**src/rtl/read_capture_pkg.sv**
```systemverilog
// Shared state encoding and word-width helpers for the DFI read capture aligner.
package read_capture_pkg;

  typedef logic [0:0] rdcap_state_t;

  localparam rdcap_state_t S_EVEN = 1'b0;
  localparam rdcap_state_t S_HALF = 1'b1;

  function automatic int unsigned rdcap_word_w(input int unsigned dq_width,
                                               input int unsigned nbeats);
    return dq_width * nbeats;
  endfunction

  function automatic int unsigned rdcap_half_w(input int unsigned dq_width,
                                               input int unsigned nbeats);
    return (dq_width * nbeats) / 2;
  endfunction

endpackage

```
**src/rtl/rdcap_skid_fifo.sv**
```systemverilog
// Synchronous skid FIFO; a push while full is accepted only if a pop frees the slot that cycle.
module rdcap_skid_fifo #(
  parameter int unsigned WIDTH = 256,
  parameter int unsigned DEPTH = 8,
  localparam int unsigned AW = $clog2(DEPTH)
) (
  input  logic             clk,
  input  logic             rst,
  input  logic             push,
  input  logic [WIDTH-1:0] wdata,
  input  logic             pop,
  output logic [WIDTH-1:0] rdata,
  output logic             full,
  output logic             empty,
  output logic [AW:0]      count
);

  logic [WIDTH-1:0] mem_q [DEPTH];
  logic [AW-1:0]    wr_ptr_q, rd_ptr_q;
  logic [AW:0]      count_q, count_d;
  logic             wr_en, rd_en;

  assign full  = (count_q == (AW+1)'(DEPTH));
  assign empty = (count_q == '0);
  assign count = count_q;
  assign rdata = mem_q[rd_ptr_q];

  assign rd_en = pop & ~empty;
  assign wr_en = push & (~full | rd_en);

  always_comb begin
    count_d = count_q + (AW+1)'(wr_en) - (AW+1)'(rd_en);
  end

  always_ff @(posedge clk) begin
    if (rst) begin
      wr_ptr_q <= '0;
      rd_ptr_q <= '0;
      count_q  <= '0;
    end else begin
      if (wr_en) wr_ptr_q <= wr_ptr_q + AW'(1);
      if (rd_en) rd_ptr_q <= rd_ptr_q + AW'(1);
      count_q <= count_d;
    end
  end

  always_ff @(posedge clk) begin
    if (wr_en) mem_q[wr_ptr_q] <= wdata;
  end

endmodule

```
**src/rtl/read_capture_aligner.sv**
```systemverilog
// DFI read capture: registers read words, realigns odd-phase bursts, buffers in a skid FIFO.
// Optional saturating traffic counters are built when RDCAP_STATS_EN is defined.
module read_capture_aligner
  import read_capture_pkg::*;
#(
  parameter int unsigned DQ_WIDTH    = 64,
  parameter int unsigned NBEATS      = 4,
  parameter int unsigned SKID_DEPTH  = 8,
  parameter int unsigned SKID_MARGIN = 3,
  localparam int unsigned W = rdcap_word_w(DQ_WIDTH, NBEATS),
  localparam int unsigned H = rdcap_half_w(DQ_WIDTH, NBEATS)
) (
  input  logic         clk,
  input  logic         rst,
  input  logic [W-1:0] dfi_rddata,
  input  logic         dfi_rddata_valid,
  input  logic         dfi_rddata_valid_odd,
  output logic         dfi_clk_disable,
  input  logic         rdback_fifo_almost_full,
  input  logic         rdback_fifo_full,
  output logic         rdback_fifo_wren,
  output logic [W-1:0] rdback_fifo_wrdata,
  output logic         align_err,
  output logic         skid_overflow,
`ifdef RDCAP_STATS_EN
  output logic [31:0]  stat_words,
  output logic [15:0]  stat_drops,
`endif
  input  logic         err_clr
);

  localparam int unsigned CW = $clog2(SKID_DEPTH) + 1;
  localparam int unsigned IW = $clog2(2 * NBEATS + 1);

  logic [W-1:0]  d_q;
  logic          v_q, vo_q;
  rdcap_state_t  state_q, state_d;
  logic [H-1:0]  stash_q, stash_d;
  logic [IW-1:0] idle_q, idle_d;
  logic          push;
  logic [W-1:0]  push_data;
  logic          set_align;

  logic [W-1:0]  skid_rdata;
  logic          skid_full, skid_empty, skid_pop, skid_drop;
  logic [CW-1:0] skid_count;
  logic [CW-1:0] free_entries;

  logic          out_valid_q, out_valid_d;
  logic [W-1:0]  out_data_q, out_data_d;
  logic          clk_dis_q, align_err_q, overflow_q;

  always_comb begin
    state_d   = state_q;
    stash_d   = stash_q;
    idle_d    = idle_q;
    push      = 1'b0;
    push_data = d_q;
    set_align = 1'b0;
    case (state_q)
      S_EVEN: begin
        if (v_q) begin
          if (vo_q) begin
            stash_d = d_q[W-1:H];
            idle_d  = '0;
            state_d = S_HALF;
          end else begin
            push = 1'b1;
          end
        end
      end
      S_HALF: begin
        if (v_q) begin
          push      = 1'b1;
          push_data = {d_q[H-1:0], stash_q};
          idle_d    = '0;
          if (vo_q) stash_d = d_q[W-1:H];
          else      state_d = S_EVEN;
        end else if (idle_q == IW'(NBEATS)) begin
          // Burst tail never came: the stash is stale and is discarded.
          set_align = 1'b1;
          stash_d   = '0;
          idle_d    = '0;
          state_d   = S_EVEN;
        end else begin
          idle_d = idle_q + IW'(1);
        end
      end
      default: state_d = S_EVEN;
    endcase
  end

  assign skid_pop     = ~skid_empty & ~rdback_fifo_full;
  assign skid_drop    = push & skid_full & ~skid_pop;
  assign free_entries = CW'(SKID_DEPTH) - skid_count;

  rdcap_skid_fifo #(
    .WIDTH (W),
    .DEPTH (SKID_DEPTH)
  ) u_skid (
    .clk   (clk),
    .rst   (rst),
    .push  (push),
    .wdata (push_data),
    .pop   (skid_pop),
    .rdata (skid_rdata),
    .full  (skid_full),
    .empty (skid_empty),
    .count (skid_count)
  );

  // Output word is held if the readback FIFO fills before it is taken.
  always_comb begin
    out_valid_d = out_valid_q;
    out_data_d  = out_data_q;
    if (skid_pop) begin
      out_valid_d = 1'b1;
      out_data_d  = skid_rdata;
    end else if (!rdback_fifo_full) begin
      out_valid_d = 1'b0;
    end
  end

  always_ff @(posedge clk) begin
    if (rst) begin
      d_q         <= '0;
      v_q         <= 1'b0;
      vo_q        <= 1'b0;
      state_q     <= S_EVEN;
      stash_q     <= '0;
      idle_q      <= '0;
      out_valid_q <= 1'b0;
      out_data_q  <= '0;
      clk_dis_q   <= 1'b0;
      align_err_q <= 1'b0;
      overflow_q  <= 1'b0;
    end else begin
      d_q         <= dfi_rddata;
      v_q         <= dfi_rddata_valid;
      vo_q        <= dfi_rddata_valid_odd;
      state_q     <= state_d;
      stash_q     <= stash_d;
      idle_q      <= idle_d;
      out_valid_q <= out_valid_d;
      out_data_q  <= out_data_d;
      clk_dis_q   <= rdback_fifo_almost_full | rdback_fifo_full |
                     (free_entries <= CW'(SKID_MARGIN));
      align_err_q <= set_align ? 1'b1 : (err_clr ? 1'b0 : align_err_q);
      overflow_q  <= skid_drop ? 1'b1 : (err_clr ? 1'b0 : overflow_q);
    end
  end

  assign rdback_fifo_wren   = out_valid_q & ~rdback_fifo_full;
  assign rdback_fifo_wrdata = out_data_q;
  assign dfi_clk_disable    = clk_dis_q;
  assign align_err          = align_err_q;
  assign skid_overflow      = overflow_q;

`ifdef RDCAP_STATS_EN
  logic [31:0] stat_words_q;
  logic [15:0] stat_drops_q;

  always_ff @(posedge clk) begin
    if (rst || err_clr) begin
      stat_words_q <= '0;
      stat_drops_q <= '0;
    end else begin
      if (rdback_fifo_wren && (stat_words_q != '1)) stat_words_q <= stat_words_q + 32'd1;
      if (skid_drop && (stat_drops_q != '1))        stat_drops_q <= stat_drops_q + 16'd1;
    end
  end

  assign stat_words = stat_words_q;
  assign stat_drops = stat_drops_q;
`endif

endmodule
```
**config.mk**
```make
export PLATFORM = sky130hd
export DESIGN_NAME = read_capture_aligner
export DESIGN_NICKNAME = d
export VERILOG_FILES = /design/src/rtl/read_capture_pkg.sv /design/src/rtl/rdcap_skid_fifo.sv /design/src/rtl/read_capture_aligner.sv
export SDC_FILE = /design/constraint.sdc
export NUM_CORES = 2
export LEC_CHECK = 0
export CORE_MARGIN = 4
export CORE_UTILIZATION = 35
export CTS_BUF_LIST = sky130_fd_sc_hd__clkbuf_8
export CTS_CLUSTER_DIAMETER = 60
export DETAILED_ROUTE_END_ITERATION = 16
export GPL_TIMING_DRIVEN = 0
export PLACE_DENSITY_LB_ADDON = 0.08
export SLEW_MARGIN = 10
export SYNTH_ARGS = -nofsm -noshare
export SYNTH_HDL_FRONTEND = slang
export SYNTH_HIERARCHICAL = 1
export SYNTH_SLANG_ARGS = --single-unit
```
**constraint.sdc**
```tcl
create_clock -name clk -period 42.7 [get_ports clk]
set_input_delay 8.54 -clock clk [delete_from_list [all_inputs] [get_ports clk]]
set_output_delay 8.54 -clock clk [all_outputs]
set_load 0.005 [all_outputs]
```
# After elaboration in Yosys (flattened, before gate mapping)

Memory sizes are Yosys's and may differ from the RTL's. A register that Yosys moved wholly into a read port is not among the register bits.
Index checks and enable logic that the tools add are counted.

Flip-flop bits (word level): 405
Bits in writable memories: 2,048
Bits of input ports: 263
Output and inout port bits: 260
Logic and storage cells: 77
Memories kept: 1

Add/sub/neg operators: 6
Order comparisons: 1
Equal/unequal tests: 6
Mux-type cells: 31
Bitwise gates (word level): 14
Reductions and logical operators: 5

Memory list:

| memory       | words | bits a word | read ports | clocked after Yosys merged registers in | wr ports | RTL line              | RTL |
|---|---|---|---|---|---|---|---|
| u_skid.mem_q | 8     | 256         | 1          | 1                                       | 1        | rdcap_skid_fifo.sv:18 | `logic [WIDTH-1:0] mem_q [DEPTH];` |

Operators by type and width:

| kind                                                                             | number |
|---|---|
| 128-bit two-way mux                                                              | 4 |
| 256-bit two-way mux                                                              | 2 |
| 128-bit one-hot mux with 2 select lines                                          | 1 |
| 1-bit two-way mux                                                                | 17 |
| 4-bit two-way mux                                                                | 4 |
| 4-bit one-hot mux with 2 select lines                                            | 1 |
| 3-bit by 1-bit adder with 3-bit output, second input constant                    | 2 |
| 1-bit AND                                                                        | 6 |
| 1-bit inverter                                                                   | 5 |
| 4-bit by 1-bit adder with 4-bit output                                           | 1 |
| 4-bit by 1-bit adder with 4-bit output, second input constant                    | 1 |
| 4-bit by 3-bit == test with 1-bit output, second input constant                  | 1 |
| 4-bit == test, second input constant                                             | 1 |
| 4-bit by 2-bit less-or-equal comparator with 1-bit output, second input constant | 1 |
| 4-bit logical NOT                                                                | 1 |
| 2-bit inequality test, second input constant                                     | 2 |
| 1-bit one-hot mux with 2 select lines                                            | 2 |
| 2-bit AND reduction                                                              | 2 |
| 2-bit nonzero test                                                               | 2 |
| 4-bit by 1-bit subtractor with 4-bit output                                      | 1 |
| 4-bit subtractor, first input constant                                           | 1 |
| 3-bit by 2-bit inequality test with 1-bit output, second input constant          | 1 |
| 1-bit bitwise OR                                                                 | 3 |
| 2-bit by 1-bit inequality test with 1-bit output, second input constant          | 1 |

# Logic depth before layout (Yosys ltp)

Word-level depth: 8
Depth in mapped cells: 15
Gate-level depth less buffers: 12

# Modules after synthesis

The synthesis kept the hierarchy.

By module, submodules not included:

| module               | times used | cells an instance | area each (um^2) | sequential area each (um^2) |
|---|---|---|---|---|
| rdcap_skid_fifo      | 1          | 3,051             | 77,637.0         | 61,759.2 |
| read_capture_aligner | 1          | 2,467             | 23,892.9         | 13,032.5 |

# Least setup slack after synthesis

OpenSTA, ideal clock, no wires.

Path kind: in2reg
Start point: in rdback_fifo_full
End point: mem u_skid.mem_q[0][0] (enable)
Arrival time: 33.616 ns
Setup slack: 7.587 ns
Stages on the path: 7
Cell sequence: or2_1 -> buf_2 -> inv_2 -> buf_2 -> nor2b_1 -> nor2_1 -> nor4_1

Word-level cells in the longest chain between the ends: 7

Ends and longest elaborated chain:

| element                                 | RTL line                   | RTL |
|---|---|---|
| start, declared                         | read_capture_aligner.sv:20 | `input logic rdback_fifo_full,` |
| 1-bit inverter                          | read_capture_aligner.sv:93 | `assign skid_pop = ~skid_empty & ~rdback_fifo_full;` |
| 1-bit AND                               | read_capture_aligner.sv:93 |  |
| 1-bit AND                               | rdcap_skid_fifo.sv:28      | `assign rd_en = pop & ~empty;` |
| 1-bit bitwise OR                        | rdcap_skid_fifo.sv:29      | `assign wr_en = push & (~full \| rd_en);` |
| 1-bit AND                               | rdcap_skid_fifo.sv:29      |  |
| 1-bit two-way mux                       | rdcap_skid_fifo.sv:48      | `if (wr_en) mem_q[wr_ptr_q] <= wdata;` |
| 1-bit two-way mux (not written as such) | rdcap_skid_fifo.sv:48      |  |
| end, declared                           | rdcap_skid_fifo.sv:18      |  |

No other way between the ends.

# Final worst setup path

Start point: in rdback_fifo_full
End point: out rdback_fifo_wren

Word-level cells in the longest chain between the ends: 2

Ends and longest elaborated chain:

| element        | RTL line                    | RTL |
|---|---|---|
| 1-bit inverter | read_capture_aligner.sv:153 | `assign rdback_fifo_wren = out_valid_q & ~rdback_fifo_full;` |
| 1-bit AND      | read_capture_aligner.sv:153 |  |
| end, declared  | read_capture_aligner.sv:21  | `output logic rdback_fifo_wren,` |

No other way between the ends.

==> results_dict.tcl <==
set metrics [dict create \
    status "completed" \
    io-pin-count 523 \
    clock-sinks 2712 \
    syn_area_sq_mm 0.102 \
    endpoint_kind "primary output" \
    crit_path_frequent_cell "clkdlybuf4s50_1" \
    drcViolationCount 0 \
    gp_congestion 0.732 \
    num_vias 55261 \
    min_period_ps 18470 \
    wl_per_cell_um 27.4 \
    worstSetupPathType "input port to primary output" \
    ir_worst_vdd_uv 22.9 \
    critPathTopFamily "buffers and inverters" \
    arrival_ps 9930 \
    fmax_mhz 54.1 \
    routed_wl_um 302000 \
    synth_top_cell_area_share_pct 60.6 \
    final_util_pct 43.1 \
    slowest_delay_ps 660 \
    initial_core_util_pct 35.2 \
    holdBufCountCts 0 \
    die_area_sq_mm 0.299 \
    skew_ps 48.0 \
    ys_top_cells_by_area "edfxtp_1 61%, dfxtp_1 13%, mux4_2 11%" \
    clk_latency_ps 1040 \
    p_leak_uw 0.0416 \
    clockBufferDepth 4 \
    slew_headroom_pct 16.7 \
    hold-path-cell-count 2 \
    slew_violations 0 \
    synth_edf_count 2048 \
    hold_class "flop to flop" \
    tightest_slew_ps 1250 \
    async_flop_share_pct 0 \
    first_global_vias 57756 \
    grt_pass1_wl_um 427000 \
    final_nets 7104 \
    cp_cell_sequence "clkdlybuf4s50_1, nor2b_1, clkdlybuf4s50_1" \
    final_cells 11033 \
    grt_max_degree 21 \
    first_iter_violations 4401 \
    cts_max_level 5 \
    path_clk_slew_ps 50 \
    synth_cells 5518 \
    pwr_density_cell_mw_per_mm2 51.0 \
    power_uw 6330 \
    rr_worst_depth 16 \
    finalCritPeriodShare_pct 43.3 \
    syn_nets 5791 \
    path_depth 3 \
    design_area_sq_mm 0.124 \
    numCtsBuffers 461 \
    finalHoldViolCount 0 \
    core_area_sq_mm 0.288 \
    area_delta_synth_final_pct 22.3 \
    die_h_um 547 \
    cts_resized 0 \
    synthFlopType "edfxtp_1" \
    yosysWarnings 6 \
    crit_fanout 4 \
    antenna_found_initial 34 \
    yosysUniqueCellTypes 48 \
    cts_setup_buffers 0 \
    rsz0062_at_grt "false" \
    crit_slowest_cell "clkdlybuf4s50_1" \
    viasPerCell 5.01 \
    tns_ps 0 \
    synth_seq_cells 2712 \
    fillers 25763 \
    synth_top_cell_by_area "edfxtp_1" \
    cts_tree "built" \
    drive_gt1_share_pct 30.8 \
    clockRootBuffer "clkbuf_8" \
    avgSynthCellArea_sq_um 18.4 \
    postPlaceCellArea_sq_mm 0.115 \
    finalSetupViolCount 0 \
    grt.overflow.total 0 \
    ant_nets 0 \
    grt_use_total_pct 19.8 \
    synth-seq-area-share_pct 73.7 \
    place_inst 10149 \
    first_pass_iters 5 \
    port_buffers 522 \
    die_x_um 547 \
    start_kind "input port" \
    required_ps 34160 \
    maxCapViolations 0 \
    num_rows 197 \
    dpl.hpwl_um 209000 \
    cp_num_buf_inv 2 \
]
## flip-flops by register name (all words and copies together), names as in the netlist, named ones only
| register | cells |
|---|---|
| v_q | 1 |
| dfi_clk_disable | 1 |
| skid_overflow | 1 |
| align_err | 1 |
| stash_q | 128 |
| idle_q | 4 |
| out_valid_q | 1 |
| u_skid/count | 4 |
| d_q | 256 |
| u_skid/wr_ptr_q | 3 |
| u_skid/rd_ptr_q | 3 |
| u_skid/mem_q | 2048 |
| vo_q | 1 |
| state_q | 1 |
| rdback_fifo_wrdata | 256 |
## cells in the final DEF, fill, tap and decap left out, drive strengths merged, types with 51 or more instances in the layout
cell / n
o211ai: 73
buf: 560
a21oi: 345
mux2: 514
clkbuf: 671
o221a: 51
edfxtp: 2048
dfxtp: 664
mux4: 512
clkdlybuf4s50: 522
inv: 222
clkinv: 88
nand2: 600
nor2b: 266
## worst paths after layout
path                                               to                                 from  slack [ps]
setup / recovery                     rdback_fifo_wren                     rdback_fifo_full       24230
hold / removal    rdback_fifo_wrdata[38]$_SDFFE_PP0P_  rdback_fifo_wrdata[38]$_SDFFE_PP0P_         450
setup reg to reg       u_skid/mem_q[1][173]$_DFFE_PP_           u_skid/count[2]$_SDFF_PP0_       37600
hold reg to reg   rdback_fifo_wrdata[38]$_SDFFE_PP0P_  rdback_fifo_wrdata[38]$_SDFFE_PP0P_         450
## worst min-delay path, delay by kind of cell, from the launching register on
kind / cells / cell delay (ps)
flip-flops: 1 / 300
AND/OR/NAND/NOR: 1 / 50
AO/OA/AOI/OAI: 1 / 50
## per-layer routing
layer  wire (um)  GRT usage (%)  vias to the layer above
met4        7540           5.38                        6
met3       16900           3.22                      435
li1            -              -                    24256
met2      143000           31.7                     1609
met1      135000           28.0                    28955
met5          38              0                        -
## cells by family (layout without fill, tap and decap cells)
family / after synthesis / after routing / share of synthesized area [%]
AOI/OAI and AO/OA: 493 / 493 / 2.98
xor gates and xnor gates: 1 / 1 / 0.00863
adders and majority gates: 10 / 10 / 0.131
buffers and inverters: 361 / 2083 / 2.00
DFF: 2712 / 2712 / 73.7
muxes: 1028 / 1028 / 17.1
other: 0 / 12 / 0
and+or+nand+nor: 913 / 913 / 4.14
## through the flow
step	hold WS (ps)	setup slack (ps)
floorplan	432	7590
global placement	439	-27270
detailed placement	445	24190
CTS	453	24190
global route	468	24200
finish	449	24230
## layout make-up
type	instances	area, sq um	area share (%)
clock buffer	555	7640	6.15
inverter	13	48.8	0.0393
timing repair buffer	850	8520	6.86
antenna	12	30.0	0.0242
multi-input combinational	2445	24800	19.9
buffer	348	2000	1.61
clock inverter	317	1640	1.32
sequential	2712	74800	60.2
tap	3781	4730	3.81
## where the power goes
part | internal, uW | leakage (uW) | switching (uW)
sequential | 2960 | 0.0242 | 89.0
combinational | 454 | 0.0119 | 524
clock | 1230 | 0.00549 | 1070
## Yosys cell counts (2+ instances only)
library cell	instances
clkbuf_1	116
edfxtp_1	2048
nor4_1	2
o221a_2	51
a21oi_1	344
a211oi_1	6
or4_1	2
mux4_2	512
nor3_1	4
dfxtp_1	664
inv_1	12
mux2_2	514
or3_1	2
nand2b_1	3
nand2_1	600
o21ai_0	9
buf_4	12
nand3b_1	2
nor3b_1	4
mux2i_1	2
a31oi_1	2
ha_1	9
nand4b_1	3
nor2b_1	266
buf_2	99
o211ai_1	73
buf_1	53
buf_6	68
nand4_1	2
nor2_1	11
nand3_1	6
No activity file was read; power rests on OpenSTA's default activity.
